### src/rtl/sand_frame_sequencer_pkg.sv
// Shared types and default grid geometry for the sand frame sequencer slice.
// The package is named sand_pkg so the sequencer, copier and future sand blocks share one namespace.
package sand_pkg;

    typedef enum logic [1:0] {
        SEQ_IDLE,
        SEQ_COMPUTE,
        SEQ_COPY,
        SEQ_HOLD
    } seq_state_t;

    localparam int DEFAULT_COLUMNS    = 640;
    localparam int DEFAULT_ROWS       = 480;
    localparam int DEFAULT_DATA_WIDTH = 1;
    localparam int DEFAULT_TICK_WIDTH = 27;

endpackage

### src/rtl/sand_frame_sequencer_if.sv
// Memory-side bundle of the sequencer: simulation RAM read port and VRAM write port.
// The master side belongs to the sequencer; the slave side belongs to the memories.
interface sand_frame_sequencer_if #(
    parameter int ADDR_WIDTH = 19,
    parameter int DATA_WIDTH = 1
);

    logic [ADDR_WIDTH-1:0] ram_rd_address_o;
    logic [DATA_WIDTH-1:0] ram_rd_data_i;
    logic [ADDR_WIDTH-1:0] vram_wr_address_o;
    logic [DATA_WIDTH-1:0] vram_wr_data_o;
    logic                  vram_wr_en_o;

    modport master (
        output ram_rd_address_o,
        input  ram_rd_data_i,
        output vram_wr_address_o,
        output vram_wr_data_o,
        output vram_wr_en_o
    );

    modport slave (
        input  ram_rd_address_o,
        output ram_rd_data_i,
        input  vram_wr_address_o,
        input  vram_wr_data_o,
        input  vram_wr_en_o
    );

endinterface

### src/rtl/frame_copier.sv
// Streams cells 0..CELL_COUNT-1 from the simulation RAM into VRAM while active_i is high.
// Reads are issued back to back; each write trails its read by the RAM's one-cycle latency.
module frame_copier #(
    parameter int CELL_COUNT = 8,
    parameter int ADDR_WIDTH = 3,
    parameter int DATA_WIDTH = 1
) (
    input  logic                  clk_i,
    input  logic                  reset_i,
    input  logic                  active_i,
    output logic [ADDR_WIDTH-1:0] rd_address_o,
    input  logic [DATA_WIDTH-1:0] rd_data_i,
    output logic [ADDR_WIDTH-1:0] wr_address_o,
    output logic [DATA_WIDTH-1:0] wr_data_o,
    output logic                  wr_en_o,
    output logic                  done_o
);

    // One extra counter bit lets the count reach CELL_COUNT itself, marking the drain cycle.
    localparam logic [ADDR_WIDTH:0] LAST_COUNT = (ADDR_WIDTH + 1)'(CELL_COUNT);

    logic [ADDR_WIDTH:0]   count_q;
    logic [ADDR_WIDTH-1:0] wr_address_q;
    logic                  wr_en_q;
    logic                  rd_valid;

    assign rd_valid     = active_i && (count_q != LAST_COUNT);
    assign done_o       = active_i && (count_q == LAST_COUNT);
    assign rd_address_o = rd_valid ? count_q[ADDR_WIDTH-1:0] : '0;

    always_ff @(posedge clk_i or posedge reset_i) begin
        if (reset_i) begin
            count_q      <= '0;
            wr_address_q <= '0;
            wr_en_q      <= 1'b0;
        end else begin
            count_q      <= rd_valid ? count_q + (ADDR_WIDTH + 1)'(1) : '0;
            wr_address_q <= rd_address_o;
            wr_en_q      <= rd_valid;
        end
    end

    assign wr_en_o      = wr_en_q;
    assign wr_address_o = wr_address_q;
    assign wr_data_o    = wr_en_q ? rd_data_i : '0;

endmodule

### src/rtl/sand_frame_sequencer.sv
// Paces sand generations: start the compute engine, copy the grid to VRAM, then hold for period_i cycles.
// Defining SAND_FRAME_COUNTER_EN adds frame_count_o, a 16-bit wrapping count of completed generations.
module sand_frame_sequencer
    import sand_pkg::*;
#(
    parameter int ACTIVE_COLUMNS = DEFAULT_COLUMNS,
    parameter int ACTIVE_ROWS    = DEFAULT_ROWS,
    parameter int DATA_WIDTH     = DEFAULT_DATA_WIDTH,
    parameter int TICK_WIDTH     = DEFAULT_TICK_WIDTH,
    parameter int ADDR_WIDTH     = $clog2(ACTIVE_COLUMNS * ACTIVE_ROWS)
) (
    input  logic                  clk_i,
    input  logic                  reset_i,
    input  logic [TICK_WIDTH-1:0] period_i,
    input  logic                  run_i,
    input  logic                  step_i,
    input  logic                  draw_en_i,
    output logic                  draw_en_o,
    output logic                  eng_start_o,
    input  logic                  eng_done_i,
    sand_frame_sequencer_if.master mem,
    output logic                  busy_o
`ifdef SAND_FRAME_COUNTER_EN
    ,
    output logic [15:0]           frame_count_o
`endif
);

    seq_state_t            state_q;
    logic [TICK_WIDTH-1:0] hold_count_q;
    logic [TICK_WIDTH-1:0] hold_last;
    logic                  copy_active;
    logic                  copy_done;

    // A zero period holds for one cycle; >= lets a shortened period end HOLD at once.
    assign hold_last   = (period_i == '0) ? '0 : period_i - TICK_WIDTH'(1);
    assign copy_active = (state_q == SEQ_COPY);

    always_ff @(posedge clk_i or posedge reset_i) begin
        if (reset_i) begin
            state_q      <= SEQ_IDLE;
            eng_start_o  <= 1'b0;
            busy_o       <= 1'b0;
            hold_count_q <= '0;
        end else begin
            eng_start_o <= 1'b0;
            case (state_q)
                SEQ_IDLE: begin
                    if (run_i || step_i) begin
                        state_q     <= SEQ_COMPUTE;
                        eng_start_o <= 1'b1;
                        busy_o      <= 1'b1;
                    end
                end
                SEQ_COMPUTE: begin
                    // eng_start_o is still high in the start cycle, so a stale done is ignored there.
                    if (!eng_start_o && eng_done_i) begin
                        state_q <= SEQ_COPY;
                    end
                end
                SEQ_COPY: begin
                    if (copy_done) begin
                        state_q      <= SEQ_HOLD;
                        busy_o       <= 1'b0;
                        hold_count_q <= '0;
                    end
                end
                SEQ_HOLD: begin
                    if (hold_count_q >= hold_last) begin
                        state_q      <= SEQ_IDLE;
                        hold_count_q <= '0;
                    end else begin
                        hold_count_q <= hold_count_q + TICK_WIDTH'(1);
                    end
                end
                default: state_q <= SEQ_IDLE;
            endcase
        end
    end

    // Drawing is only safe while nothing is streaming into VRAM.
    assign draw_en_o = draw_en_i && !reset_i &&
                       ((state_q == SEQ_IDLE) || (state_q == SEQ_HOLD));

`ifdef SAND_FRAME_COUNTER_EN
    always_ff @(posedge clk_i or posedge reset_i) begin
        if (reset_i) begin
            frame_count_o <= 16'd0;
        end else if (copy_active && copy_done) begin
            frame_count_o <= frame_count_o + 16'd1;
        end
    end
`endif

    frame_copier #(
        .CELL_COUNT (ACTIVE_COLUMNS * ACTIVE_ROWS),
        .ADDR_WIDTH (ADDR_WIDTH),
        .DATA_WIDTH (DATA_WIDTH)
    ) u_copier (
        .clk_i        (clk_i),
        .reset_i      (reset_i),
        .active_i     (copy_active),
        .rd_address_o (mem.ram_rd_address_o),
        .rd_data_i    (mem.ram_rd_data_i),
        .wr_address_o (mem.vram_wr_address_o),
        .wr_data_o    (mem.vram_wr_data_o),
        .wr_en_o      (mem.vram_wr_en_o),
        .done_o       (copy_done)
    );

endmodule

### src/flat_wrapper.sv
// flat-port wrapper written by rule: the top's interface ports become plain ports
module sand_frame_sequencer_flat import sand_pkg::*;
#(
    parameter int ACTIVE_COLUMNS = DEFAULT_COLUMNS,
    parameter int ACTIVE_ROWS    = DEFAULT_ROWS,
    parameter int DATA_WIDTH     = DEFAULT_DATA_WIDTH,
    parameter int TICK_WIDTH     = DEFAULT_TICK_WIDTH,
    parameter int ADDR_WIDTH     = $clog2(ACTIVE_COLUMNS * ACTIVE_ROWS)
)
  (clk_i, reset_i, period_i, run_i, step_i, draw_en_i, draw_en_o, eng_start_o, eng_done_i, busy_o, mem_ram_rd_address_o, mem_ram_rd_data_i, mem_vram_wr_address_o, mem_vram_wr_data_o, mem_vram_wr_en_o);
  sand_frame_sequencer_if #(.ADDR_WIDTH(ADDR_WIDTH), .DATA_WIDTH(DATA_WIDTH)) mem_i ();
  input  logic clk_i;
  input  logic reset_i;
  input  logic [TICK_WIDTH-1:0] period_i;
  input  logic run_i;
  input  logic step_i;
  input  logic draw_en_i;
  output logic draw_en_o;
  output logic eng_start_o;
  input  logic eng_done_i;
  output logic busy_o;
  output wire logic [$bits(mem_i.ram_rd_address_o)-1:0] mem_ram_rd_address_o;
  input wire logic [$bits(mem_i.ram_rd_data_i)-1:0] mem_ram_rd_data_i;
  output wire logic [$bits(mem_i.vram_wr_address_o)-1:0] mem_vram_wr_address_o;
  output wire logic [$bits(mem_i.vram_wr_data_o)-1:0] mem_vram_wr_data_o;
  output wire logic [$bits(mem_i.vram_wr_en_o)-1:0] mem_vram_wr_en_o;
  assign mem_ram_rd_address_o = mem_i.ram_rd_address_o;
  assign mem_i.ram_rd_data_i = mem_ram_rd_data_i;
  assign mem_vram_wr_address_o = mem_i.vram_wr_address_o;
  assign mem_vram_wr_data_o = mem_i.vram_wr_data_o;
  assign mem_vram_wr_en_o = mem_i.vram_wr_en_o;
  sand_frame_sequencer #(.ACTIVE_COLUMNS(ACTIVE_COLUMNS), .ACTIVE_ROWS(ACTIVE_ROWS), .DATA_WIDTH(DATA_WIDTH), .TICK_WIDTH(TICK_WIDTH), .ADDR_WIDTH(ADDR_WIDTH)) u_core (.clk_i(clk_i), .reset_i(reset_i), .period_i(period_i), .run_i(run_i), .step_i(step_i), .draw_en_i(draw_en_i), .draw_en_o(draw_en_o), .eng_start_o(eng_start_o), .eng_done_i(eng_done_i), .mem(mem_i), .busy_o(busy_o));
endmodule
### config.mk
export PLATFORM = sky130hd
export DESIGN_NAME = sand_frame_sequencer_flat
export DESIGN_NICKNAME = d
export VERILOG_FILES = /design/src/rtl/sand_frame_sequencer_pkg.sv /design/src/rtl/sand_frame_sequencer_if.sv /design/src/rtl/frame_copier.sv /design/src/rtl/sand_frame_sequencer.sv /design/src/flat_wrapper.sv
export SDC_FILE = /design/constraint.sdc
export NUM_CORES = 1
export LEC_CHECK = 0
export BUFFER_PORTS_ARGS = -buffer_cell sky130_fd_sc_hd__buf_4
export CAP_MARGIN = 20
export CORE_MARGIN = 1.5
export CORE_UTILIZATION = 45
export DETAILED_ROUTE_END_ITERATION = 16
export GPL_TIMING_DRIVEN = 0
export HOLD_SLACK_MARGIN = 0.15
export PLACE_DENSITY = 0.68
export SYNTH_ARGS = -nofsm -noshare
export SYNTH_HDL_FRONTEND = slang
export SYNTH_SLANG_ARGS = --single-unit
### constraint.sdc
create_clock -name clk_i -period 4.3 [get_ports clk_i]
set_clock_uncertainty 0.05 [all_clocks]
set_input_delay 0.43 -clock clk_i [delete_from_list [all_inputs] [get_ports clk_i]]
set_output_delay 0.43 -clock clk_i [all_outputs]
set_load 0.02 [all_outputs]
---- Word level (Yosys, flattened, before mapping) ----
Cells that the tools add are included.
word-level totals
  input bits .............................. 34
  output and inout bits ................... 43
  word-level logic and storage cells ...... 53
  register bits ........................... 71
cells by class
  add/sub/neg operators ................... 3
  mux-type cells .......................... 17
  equality and inequality tests ........... 9
  reduce and logical (&&, ||, !) cells .... 16
  magnitude comparators ................... 1
operators with widths
  cell                   number
  $mux 27                3
  $pmux 27 s2            1
  $add 27x1->27 const B  1
  $ge 27x27->1           1
  $logic_not 27->1       1
  $sub 27x1->27 const B  1
  $add 20x1->20 const B  1
  $eq 20x19->1 const B   1
  $mux 20                1
  $ne 20x19->1 const B   1
  $mux 19                1
  $mux 2                 4
  $ne 2x1->1 const B     4
  $pmux 2 s4             1
  $logic_and 1x1->1      5
  $mux 1                 5
  $eq 2x2->1 const B     2
  $reduce_and 4->1       1
  $reduce_bool 2->1      2
  $reduce_and 3->1       1
  $eq 2x1->1 const B     1
  $logic_not 1->1        2
  $logic_not 2->1        1
  $logic_or 1x1->1       2
  other kinds (2)        2

---- Logic depth before layout (Yosys ltp) ----
  word-level depth ........................ 5
  gate-level depth with buffers ........... 18
  depth with buffers taken out ............ 14

---- By module ----
A second synthesis with hierarchy kept.
second synthesis, totals
  cells, all modules ...................... 495
  area, all modules ....................... 4541.9 um2
modules (own cells, without submodules)
  module                instances  area an instance (um2)  cells an instance  seq. area each (um2)
  sand_frame_sequencer  1          2802.7                  338                775.7
  frame_copier          1          1739.2                  157                1001.0

---- Least setup slack after synthesis ----
No wires, ideal clock.
  kind .................................... input to register
  start point ............................. input period_i[3]
  end point ............................... register u_core.hold_count_q[12]
  required time ........................... 4184 ps
  arrival ................................. 4251 ps
  library setup time ...................... 66 ps
  cell stages on the path ................. 17
  path buffers ............................ 4
  setup slack ............................. -67 ps
  cell sequence ........................... or3_1 nor3b_2 nand4_2 or4_4 or3_1 buf_6 buf_6 nand2_1 ha_1 a21oi_1 o21ai_0 a2111oi_0 o211a_1 clkbuf_1 clkbuf_1 a31o_2 a22o_1
on the way
  cells in the longest elaborated chain, start to end .. 5
  elaborated cells between the ends (all ways) .. 6
  classes of those cells .................. add/sub (1); order compare (1); mux (3); reduce/logical (1)
RTL lines
  what                                                      line                        RTL
  start: declaration                                        flat_wrapper.sv:14          input logic [TICK_WIDTH-1:0] period_i;
  $sub 27x1->27 / $logic_not 27->1 (equally long branches)  sand_frame_sequencer.sv:36  assign hold_last = (period_i == '0) ? '0 : period_i - TICK_WIDTH'(1);
  $mux 27 (*)                                               sand_frame_sequencer.sv:36
  $ge 27x27->1 (*)                                          sand_frame_sequencer.sv:69  if (hold_count_q >= hold_last) begin
  $mux 27 (*)                                               sand_frame_sequencer.sv:69
  $pmux 27 s2 (*)                                           sand_frame_sequencer.sv:47  case (state_q)
  end signal: assignment                                    sand_frame_sequencer.sv:73  hold_count_q <= hold_count_q + TICK_WIDTH'(1);
  end: declaration                                          sand_frame_sequencer.sv:30  logic [TICK_WIDTH-1:0] hold_count_q;
Every way passes the cells marked *; elsewhere a longest branch is shown, timed or not.
A chain may end at the register's enable or synchronous reset.

---- Worst setup path in the final report ----
  start point ............................. input period_i[12]
  end point ............................... register u_core.state_q[1]
on the way
  cells in the longest elaborated chain, start to end .. 5
  elaborated cells between the ends (all ways) .. 6
  classes of those cells .................. add/sub (1); order compare (1); eq/ne (1); mux (1); reduce/logical (2)
RTL lines
  what                                                      line                        RTL
  $sub 27x1->27 / $logic_not 27->1 (equally long branches)  sand_frame_sequencer.sv:36
  $mux 27 (*)                                               sand_frame_sequencer.sv:36
  $ge 27x27->1 (*)                                          sand_frame_sequencer.sv:69
  $ne 2x1->1 (no source line) (*)                           --
  $reduce_and 4->1 (no source line) (*)                     --
  end signal: assignment                                    sand_frame_sequencer.sv:41  state_q <= SEQ_IDLE;
  end signal: assignment                                    sand_frame_sequencer.sv:70  state_q <= SEQ_IDLE;
  end signal: assignment                                    sand_frame_sequencer.sv:76  default: state_q <= SEQ_IDLE;
  end: declaration                                          sand_frame_sequencer.sv:29  seq_state_t state_q;
Marked as above.

==> metrics.sh <==
AREA.GROWTH.SYNTH_TO_FINAL_PCT=24.35
GRT_PASS1_VIAS=4149
GLOBAL_ROUTE_WIRE_LENGTH_BEFORE_REPAIR_MM=19.06
PLACEMENTROWS=36
FIN_TNS_SETUP_PS=0
POST_SYNTH_ARST_SHARE_PCT=100.0
GLOBALPLACE.CONGESTION=0.8401
CLOCK_INSERTION_DELAY_WORST_SKEW_PS=360
R2R_SETUP_SLACK_PS=1520
DETAIL_ROUTE.VIAS_PER_CELL=5.591
WORST-ENDPOINT-ARRIVAL_PS=4380
POST_ROUTE_MINIMUM_PERIOD_PS=4198
CP_NUM_BUF_INV=4
HOLD_VIOL=0
TIMING.HOLD.WS_PS=221.6
CLOCKBUFFERDEPTH=2
OUTCOME='completed'
POST-ROUTE-DRC-COUNT=0
PATH_CLASS='primary input to flop'
SYNTH_SEQUENTIAL_AREA_RATIO_PCT=38.85
ROUTE.VIAS.TOTAL=4154
MAX_CAP_VIOLATIONS=0
LAYOUT_WORST_PATH_CYCLE_SHARE_PCT=97.62
CRITICAL_PATH_PEAK_FANOUT=10
NUMBER_OF_WARNINGS_REPORTED_IN_THE_YOSYS_SYNTHESIS_LOG=0
TOTAL_LENGTH_OF_ROUTED_WIRES_MM=11.45
GRT_MAX_DEGREE=72
POST_SYNTH_INSTANCE_AREA_SQ_UM=4573
INITIAL_DRC_COUNT=278
YOSYS.AREA.TOP_TYPE_SHARE_PCT=38.85
N_ANTENNA_CELL=0
HOLD_PATH.CLASS='primary input to asynchronous set/reset pin'
PLACE_HPWL_MM=8.314
WORSTSETUPSTARTPOINTTYPE='primary input'
TOTAL_GLOBAL_ROUTING_TRACK_UTILIZATION_PCT=21.82
YS_DOMINANT_REG_CELL='sky130_fd_sc_hd__dfrtp_1'
DRIVE_ABOVE_1_SHARE_PCT=22.79
INITIAL_UTILIZATION_PCT=46.57
LAYOUT_COMMON_CELLS='84 x sky130_fd_sc_hd__buf_4, 71 x sky130_fd_sc_hd__dfrtp_1, 58 x sky130_fd_sc_hd__nand2_1, 58 x sky130_fd_sc_hd__nor2_1, 35 x sky130_fd_sc_hd__ha_1'
CRITICAL_PATH.TOP_DELAY_FAMILY='simple AND/OR/NAND/NOR gates'
CLKTRANSATPATHREGS_PS=80
FINAL-SETUP-VIOL-COUNT=0
CTS_INSERTED_BUFFERS=9
TIMING.SLEW.HEADROOM_PCT=33.37
LAYOUT.CELLS.MOST_COMMON='sky130_fd_sc_hd__buf_4'
AREA_OF_THE_CORE_SQ_UM=9819
FIN_UTIL_PCT=57.91
NETS=674
POSTSYNTHCELLCOUNT=512
LAYOUT.CELLS.NON_FILLER=743
NUMBER_OF_SYNTHESIZED_REGISTER_BITS=71
REQUIRED_WORST_ENDPOINT_PS=4480
HOLDBUFCOUNTCTS=0
CRIT_PATH_TOP_DELAY_CELL='sky130_fd_sc_hd__or4_4'
ANTENNA_FOUND_INITIAL=0
WORST_PIN_SLEW_PS=989.0
VDD_IR_DROP_MAX_mV=0.2549
CTS_TREE='built'
PORT_BUFFERS=76
ANT_NETS=0
GLOBALROUTE.TOTALOVERFLOW=0
SYNTH_CELL_TYPE_COUNT=51
SYNTH_AREA_LEADER_CELL='sky130_fd_sc_hd__dfrtp_1'
WORSTPATHCELLLIST='buf_4 > or4_4 > nor3_4 > nand4_4 > or4_4 > or3_1 > buf_6 > buf_6 > nand2_1 > ha_1 > nand3_1 > nor3_1 > a2111oi_1 > o211a_1 > buf_8 > a21o_1 > mux2_1'
STATIC-LEAKAGE-POWER_nW=2.742
FIRST_PASS_ITERS=5
SYNTH_EDF_COUNT=0
CPPEAKSTAGEDELAY_PS=560
CHIPHEIGHT_UM=103.8
SETUP.WORST_PATH.END_CLASS='flop'
TRITONCTS_NUM_SINKS=71
YS_TOP_CELLS_BY_AREA='sky130_fd_sc_hd__dfrtp_1 39%, sky130_fd_sc_hd__ha_1 9.6%, sky130_fd_sc_hd__xor2_1 5.9%'
TOTAL_DESIGN_POWER_mW=2.180
PLACEDCELLCOUNT=721
SYNTH.AVG_CELL_AREA_SQ_UM=8.932
PWR_DENSITY_CELL_nW_PER_UM2=383.4
DESIGN.DIE.AREA_SQ_UM=10780
DETAIL_ROUTE.WL_PER_CELL_UM=15.40
CLOCK.FMAX_GHz=0.2382
CLK_ROOT_BUFFER_CELL='sky130_fd_sc_hd__clkbuf_8'
CTS_HTREE_LEVELS=3
DESIGN.PORTCOUNT=77
SLEW_VIOLATIONS=0
SYN_NETS=581
DIE-WIDTH_UM=103.8
## synth_stat cells (13+ instances only)
| cell | count |
|---|---|
| sky130_fd_sc_hd__a21oi_1 | 13 |
| sky130_fd_sc_hd__nand3_1 | 29 |
| sky130_fd_sc_hd__and2_1 | 21 |
| sky130_fd_sc_hd__nor2_1 | 58 |
| sky130_fd_sc_hd__dfrtp_1 | 71 |
| sky130_fd_sc_hd__clkbuf_1 | 13 |
| sky130_fd_sc_hd__ha_1 | 35 |
| sky130_fd_sc_hd__nand4_1 | 19 |
| sky130_fd_sc_hd__nand2_1 | 58 |
| sky130_fd_sc_hd__nor3_1 | 16 |
| sky130_fd_sc_hd__xor2_1 | 31 |
| sky130_fd_sc_hd__inv_1 | 23 |
## path summary, 6_finish.rpt
| path | startpoint | end | cells past startpoint |
|---|---|---|---|
| max in group asynchronous | reset_i | u_core.u_copier.count_q[6] | 2 |
| max reg2reg | u_core.hold_count_q[0] | u_core.hold_count_q[22] | 7 |
| min | reset_i | u_core.busy_o | 2 |
| min reg2reg | u_core.hold_count_q[26] | u_core.hold_count_q[26] | 2 |
| max | period_i[12] | u_core.state_q[1] | 17 |
| min in group clk_i | run_i | u_core.eng_start_o | 3 |
## metrics by stage
stage | setup slack (ps) | cell area, sq um
finish | 102.2 | 5687
global route | -9.386 | 5687
CTS | 5.708 | 5603
detailed placement | -859.4 | 5323
global placement | -794.2 | 5320
floorplan | 17.55 | 4583
## report_power, final
| group | internal (mW) | switching (mW) |
|---|---|---|
| logic | 0.330 | 0.479 |
| registers | 0.738 | 0.104 |
| clock network | 0.266 | 0.263 |
## flip-flops by register name, indices dropped and copies added, names as in the netlist
| register | count |
|---|---|
| u_core.state_q | 2 |
| u_core.u_copier.wr_en_o | 1 |
| u_core.eng_start_o | 1 |
| u_core.u_copier.wr_address_o | 19 |
| u_core.hold_count_q | 27 |
| u_core.busy_o | 1 |
| u_core.u_copier.count_q | 20 |
## routing by layer
metal | wire length, um | vias to the layer above | global-route usage [%]
li1 | - | 2015 | -
met1 | 4923 | 1977 | 26.48
met2 | 5648 | 138 | 37.28
met3 | 628 | 24 | 4.720
met4 | 244 | 0 | 9.425
met5 | 0 | - | 0
## area by class of cell
cell class	count	area, sq um
buffer	16	122.6
clock buffer	10	127.6
clock inverter	6	61.31
fill	876	4133
inverter	23	88.84
multi-input combinational	401	2720
sequential	71	1777
tap	133	166.4
timing repair buffer	83	623.1
## cells by family after synthesis
kind of cell	after synthesis	synth area share (%)
compound gates	77	12.12
xor+xnor	40	7.661
fa+ha+maj	35	9.576
buf+inv	40	3.776
flops	71	38.85
mux	2	0.4651
simple gates	247	27.55
## repair_timing
item / 4_1_cts / 5_1_grt
setup buffers: 4 / 3
endpoints found under the setup margin: 29 / 25
resized for setup: 17 / 14
pin swaps: 6 / 8
(Power assumes the default switching activity.)
